### config.mk
export PLATFORM = sky130hd
export DESIGN_NAME = quad_decoder_counter
export DESIGN_NICKNAME = d
export VERILOG_FILES = /design/src/rtl/quad_decoder_counter.sv
export SDC_FILE = /design/constraint.sdc
export NUM_CORES = 1
export LEC_CHECK = 0
export CAP_MARGIN = 20
export CORE_MARGIN = 2
export CORE_UTILIZATION = 45
export CTS_BUF_LIST = sky130_fd_sc_hd__clkbuf_2
export DETAILED_ROUTE_END_ITERATION = 7
export PLACE_DENSITY = 0.8
export SLEW_MARGIN = 25
export SYNTH_ARGS = -nofsm -noshare
export SYNTH_HDL_FRONTEND = slang
export SYNTH_SLANG_ARGS = --single-unit
### constraint.sdc
create_clock -name clk -period 6.47 [get_ports clk]
set_clock_uncertainty 0.2 [all_clocks]
set_input_delay 1.6175 -clock clk [delete_from_list [all_inputs] [get_ports clk]]
set_output_delay 1.6175 -clock clk [all_outputs]
set_load 0.02 [all_outputs]
### src/rtl/quad_decoder_counter.sv
// Quadrature A/B decoder with x4 resolution driving a wrapping up/down position counter.
// Inputs are synchronized, primed after reset, then compared cycle-to-cycle for step/error detection.
module quad_decoder_counter #(
    parameter int WIDTH       = 4,
    parameter int SYNC_STAGES = 2
) (
    input  logic             clk,
    input  logic             clr_n,
    input  logic             a_in,
    input  logic             b_in,
    input  logic             cnt_en,
    input  logic             clear,
    input  logic             err_clr,
    output logic [WIDTH-1:0] q,
    output logic             dir,
    output logic             step,
    output logic             err
);

    typedef enum logic {PRIME, RUN} state_t;

    localparam int PW = $clog2(SYNC_STAGES + 2);

    logic [SYNC_STAGES-1:0] a_sync;
    logic [SYNC_STAGES-1:0] b_sync;
    logic [1:0]             cur;
    logic [1:0]             prev;
    logic [1:0]             delta;
    logic [PW-1:0]          prime_cnt;
    state_t                 state;
    state_t                 state_next;
    logic                   legal_up;
    logic                   legal_down;
    logic                   illegal;

    // Position of a phase pair along the up sequence 00->10->11->01.
    function automatic logic [1:0] phase_pos(input logic [1:0] ab);
        logic [1:0] pos;
        case (ab)
            2'b00:   pos = 2'd0;
            2'b10:   pos = 2'd1;
            2'b11:   pos = 2'd2;
            default: pos = 2'd3;
        endcase
        return pos;
    endfunction

    function automatic logic [WIDTH-1:0] wrap_step(input logic [WIDTH-1:0] val,
                                                   input logic up);
        return up ? val + 1'b1 : val - 1'b1;
    endfunction

    assign cur = {a_sync[SYNC_STAGES-1], b_sync[SYNC_STAGES-1]};

    always_ff @(posedge clk or negedge clr_n) begin
        if (!clr_n) begin
            a_sync <= '0;
            b_sync <= '0;
            prev   <= 2'b00;
        end else begin
            a_sync <= {a_sync[SYNC_STAGES-2:0], a_in};
            b_sync <= {b_sync[SYNC_STAGES-2:0], b_in};
            prev   <= cur;
        end
    end

    // Priming spans SYNC_STAGES+1 edges so prev has latched the settled synchronizer
    // output before the first comparison in RUN.
    always_ff @(posedge clk or negedge clr_n) begin
        if (!clr_n) begin
            state     <= PRIME;
            prime_cnt <= '0;
        end else begin
            state <= state_next;
            if (state == PRIME && prime_cnt != PW'(SYNC_STAGES)) begin
                prime_cnt <= prime_cnt + 1'b1;
            end
        end
    end

    always_comb begin
        state_next = state;
        legal_up   = 1'b0;
        legal_down = 1'b0;
        illegal    = 1'b0;
        delta      = phase_pos(cur) - phase_pos(prev);
        case (state)
            PRIME: begin
                if (prime_cnt == PW'(SYNC_STAGES)) begin
                    state_next = RUN;
                end
            end
            RUN: begin
                legal_up   = (delta == 2'd1);
                legal_down = (delta == 2'd3);
                illegal    = (delta == 2'd2);
            end
            default: state_next = PRIME;
        endcase
    end

    always_ff @(posedge clk or negedge clr_n) begin
        if (!clr_n) begin
            q    <= '0;
            dir  <= 1'b0;
            step <= 1'b0;
        end else begin
            step <= 1'b0;
            if (clear) begin
                q <= '0;
            end else if (cnt_en && (legal_up || legal_down)) begin
                q    <= wrap_step(q, legal_up);
                dir  <= legal_up;
                step <= 1'b1;
            end
        end
    end

    // A new illegal transition outranks err_clr so no error is lost.
    always_ff @(posedge clk or negedge clr_n) begin
        if (!clr_n) begin
            err <= 1'b0;
        end else if (illegal) begin
            err <= 1'b1;
        end else if (err_clr) begin
            err <= 1'b0;
        end
    end

endmodule
# --- Word-level counts from Yosys, hierarchy flattened ---
# Index checks and enable logic that the tools add are counted.
totals:
  register_bits: 16
  in_bits: 7
  out_inout_bits: 7
  elab_cells: 46
classes:
  n_addsub: 4
  eq_ne: 9
  mux: 14
  bitwise: 2
  reduce_logical: 8
ops:
  columns: ["op", "n"]
  rows:
  - ["equality test 2 bit, second input constant", 7]
  - ["two-way mux 4 bit", 3]
  - ["case mux 2 bit (3 select lines)", 2]
  - ["two-way mux 1 bit", 9]
  - ["adder 4 x 1 -> 4 bit, second input constant", 1]
  - ["logical NOT 2 bit", 2]
  - ["nonzero test 2 bit", 2]
  - ["subtractor 4 x 1 -> 4 bit, second input constant", 1]
  - ["adder 2 x 1 -> 2 bit, second input constant", 1]
  - ["equality test 2 x 1 -> 1 bit, second input constant", 1]
  - ["logical AND 1 bit", 2]
  - ["inequality test 2 bit, second input constant", 1]
  - ["NOT 1 bit", 2]
  - ["AND reduction 2 bit", 1]
  - ["subtractor 2 bit", 1]
  - ["logical OR 1 bit", 1]

# --- Depth between registers and ports, before layout ---
depth:
  word_depth: 9
  depth_mapped: 13
  mapped_depth_nobuf: 13

# --- Worst setup path before layout ---
# OpenSTA, ideal clock, no wires.
synth_path:
  kind: "reg2reg"
  start: "register a_sync[1]"
  end: "register q[3]"
  setup_ns: 0.077
  arrival_time_ns: 2.592
  required_ns: 6.193
  path_slack_ns: 3.600
  stages_incl_launch_ff: 13
  n_path_buf: 0
  period_less_slack_ns: 2.870
  path_cell_list: "dfrtp_1 inv_1 ha_1 ha_1 xnor3_2 and3b_4 inv_1 ha_1 a21o_1 a21oi_4 xnor2_1 or3_1 a21oi_1"
synth_between:
  elab_chain_cells: 8
  elab_cells_between_ends: 15
  classes_between: "1 x add/sub; 4 x eq/ne; 6 x mux; 4 x reduce/logical"
synth_rtl:
  columns: ["element", "line", "text"]
  rows:
  - ["from (decl)", "24", "logic [SYNC_STAGES-1:0] a_sync;"]
  - ["from (signal assigned)", "61", "a_sync <= {a_sync[SYNC_STAGES-2:0], a_in};"]
  - ["equality test 2 bit / logical NOT 2 bit (equally long branches)", "39", "case (ab)"]
  - ["case mux 2 bit (3 select lines) *", "39", null]
  - ["subtractor 2 bit *", "86", "delta = phase_pos(cur) - phase_pos(prev);"]
  - ["equality test 2 x 1 -> 1 bit *", "94", "legal_up = (delta == 2'd1);"]
  - ["two-way mux 1 bit *", "87", "case (state)"]
  - ["via legal_up", "32", "logic legal_up;"]
  - ["two-way mux 4 bit / logical OR 1 bit (equally long branches)", "50, 111", null]
  - ["two-way mux 4 bit / logical AND 1 bit (equally long branches)", "111", "end else if (cnt_en && (legal_up || legal_down)) begin"]
  - ["two-way mux 4 bit / nonzero test 2 bit (equally long branches)", null, null]
  - ["to (signal assigned)", "112", "q <= wrap_step(q, legal_up);"]
  - ["to (decl)", "14", "output logic [WIDTH-1:0] q,"]
# Mark *: on every way through the listed nets, which the timed path passes. The rest lies on a longest branch. The select of a mux whose other input is x is not followed.
# A chain may end at the register's enable or synchronous reset.

# --- Worst setup path after layout ---
layout_path:
  start: "register q[1]"
  end: "output port q[1]"
# No word-level cell between the ends.

==> flow_metrics.py <==
metrics = {
    "status": {
        "status": "finished clean",
    },
    "timing": {
        "hold_viol": 0,
        "fmax_mhz": 312.3,
        "fin_crit_sh_pct": 49.50,
        "finalSetupViolations": 0,
        "drv_slew": 0,
        "tightest_slew_ns": 0.6957,
        "fin_crit_ns": 3.202,
        "hold_slack_ns": 0.1722,
        "slew_headroom_pct": 53.47,
        "rsz0062_at_grt": "false",
        "setup-tns-final_ns": 0,
    },
    "critical_path": {
        "critPathMaxStageDelay_ns": 0.63,
        "path_cells": "clkdlybuf4s50_1",
        "r2r_setup_slack_ns": 3.39,
        "crit_family": "buffers and inverters",
        "crit_type": "reg -> out",
        "start_kind": "flop",
        "crit_required_ns": 4.65,
        "cp_slowest_cell": "clkdlybuf4s50_1",
        "cp_num_buf_inv": 1,
        "cp.arrival_ns": 1.38,
        "reg2reg_depth": 12,
        "cp_max_fo": 4,
        "critPathCaptureType": "primary output",
        "cp_num_cells": 1,
    },
    "floorplanning": {
        "die_y_um": 44.98,
        "core_area_um2": 1541,
        "initial_core_util_pct": 49.03,
        "fp-row-count": 14,
        "io_pins": 14,
        "die_w_um": 44.98,
        "dieArea_um2": 2023,
    },
    "global_routing": {
        "use_met3_pct": 2.400,
        "grt_pass1_wl_mm": 2.132,
        "use_met2_pct": 26.00,
        "antenna_found_initial": 0,
        "grt.overflow.total": 0,
        "grt_max_degree": 17,
        "top_usage_layer": "met2",
        "grt_pass1_vias": 504,
        "grt.total_usage_pct": 15.19,
        "met1_usage_pct": 18.68,
    },
    "routing": {
        "ant_nets": 0,
        "drtPass1Iterations": 4,
        "dr.first_iter.drc_count": 12,
        "vias_per_cell": 5.021,
        "drc": 0,
        "drt-total-wl_mm": 1.195,
        "wl_per_cell_um": 12.71,
        "vias": 472,
    },
    "logic_synthesis": {
        "syn_inst": 62,
        "ys_types": 21,
        "synth-seq-cells": 16,
        "syn_nets": 78,
        "syn_area_um2": 755.7,
        "yosysSeqAreaShare_pct": 52.98,
        "synth_warnings": 0,
        "synth.avg_cell_area_um2": 12.19,
    },
    "layout": {
        "seqCellArea_um2": 400.4,
        "antenna_cells": 0,
        "final_cell_mix": "dfrtp_1 (16), clkdlybuf4s50_1 (13), inv_1 (8), ha_1 (8), nor2_1 (7)",
        "mostFrequentLayoutCell": "dfrtp_1",
        "drive_gt1_share_pct": 12.82,
        "multi_input_area_um2": 321.6,
        "syn_to_final_growth_pct": 21.85,
        "fill_cells": 127,
        "nNetsFinal": 95,
        "final_core_util_pct": 59.74,
    },
    "place": {
        "port_buffers": 13,
        "place.gp.congestion": 0.7783,
        "hpwlAfterDp_um": 946.6,
    },
    "clock_tree": {
        "numClockSinks": 16,
        "ctsResizeCount": 0,
        "htreeDepth": 1,
        "clk_latency_ns": 0.29,
        "cts_tree": "built",
        "ctsHoldBuffers": 0,
        "clkSlewWorstSetupHoldPaths_ns": 0.16,
        "cts-root-buf": "clkbuf_2",
        "cts_buffers": 3,
        "post_cts_buffers": 0,
        "cts_buffer_depth": 2,
    },
    "hold_path": {
        "worstHoldPathType": "reg -> reg",
        "hold_depth": 0,
    },
    "power": {
        "p_per_area_nw_per_um2": 286.3,
        "p_leak_nw": 0.4401,
        "total_power_mw": 0.2636,
        "peakVddDrop_mv": 0.1429,
    },
    "job": {
        "maxCapViolCount": 0,
    },
}
## registers in the layout, summed over array words and instances, names as in the netlist
signal     cells
dir            1
a_sync         2
prev           2
err            1
step           1
prime_cnt      2
b_sync         2
state          1
q              4
## per-stage QoR
stage | setup WS (ns) | cell area [um2] | instances
floorplan | 3.600 | 755.7 | 62
global placement | 3.401 | 902.1 | 90
detailed placement | 3.355 | 902.1 | 90
CTS | 3.288 | 920.9 | 94
global route | 3.185 | 920.9 | 94
finish | 3.268 | 920.9 | 94
## synthesized netlist by cell type
cell type / n / area (um2)
o21ai_0: 2 / 10.01
and3b_4: 1 / 12.51
ha_1: 8 / 100.1
nand2_1: 2 / 7.510
inv_1: 8 / 30.03
or2_2: 1 / 6.260
nor2_2: 1 / 6.260
nand3b_2: 1 / 11.26
mux2_2: 1 / 11.26
a21oi_1: 3 / 15.01
a21oi_4: 1 / 16.27
fa_1: 1 / 20.02
nor2_1: 7 / 26.28
xnor2_1: 3 / 26.28
clkbuf_1: 1 / 3.750
xnor3_2: 1 / 23.77
o22ai_1: 1 / 6.260
xor2_1: 1 / 8.760
or3_1: 1 / 6.260
a21o_1: 1 / 7.510
dfrtp_1: 16 / 400.4
## per-layer routing
layer | routed length, um | share of wire, %
met2 | 610 | 51
met5 | 0 | 0
met4 | 21 | 1.8
met3 | 30 | 2.5
met1 | 533 | 45
## layout make-up
class	instances	share of cell area (%)
clock buffer	3	1.630
timing repair buffer	13	14.13
clock inverter	1	0.4076
multi-input combinational	37	34.92
sequential	16	43.48
inverter	8	3.261
tap	16	2.174
## final timing paths
kind,end,start
hold / removal,b_sync[1],b_sync[0]
setup reg to reg,q[3],a_sync[1]
hold reg to reg,b_sync[1],b_sync[0]
min in group asynchronous,err,clr_n
setup / recovery,q[1],q[1]
max in group asynchronous,prev[0],clr_n
## logic make-up (layout without fill, tap and decap cells)
logic type	count (synthesis)	count (layout)	share of synthesized area, %
simple gates	14	14	10.10
buf+inv	9	25	4.470
compound gates	8	8	7.286
xor+xnor	5	5	7.782
mux	1	1	1.490
flops	16	16	52.98
fa+ha+maj	9	9	15.89
## power breakdown
part           leakage (nW)  internal [mW]  switching [mW]  total (mW)
combinational         0.232         0.0500          0.0481      0.0981
sequential            0.194          0.111         0.00804       0.119
clock                0.0140         0.0134          0.0326      0.0461
total                 0.440          0.175          0.0888       0.264
No activity file was read; power rests on OpenSTA's default activity.
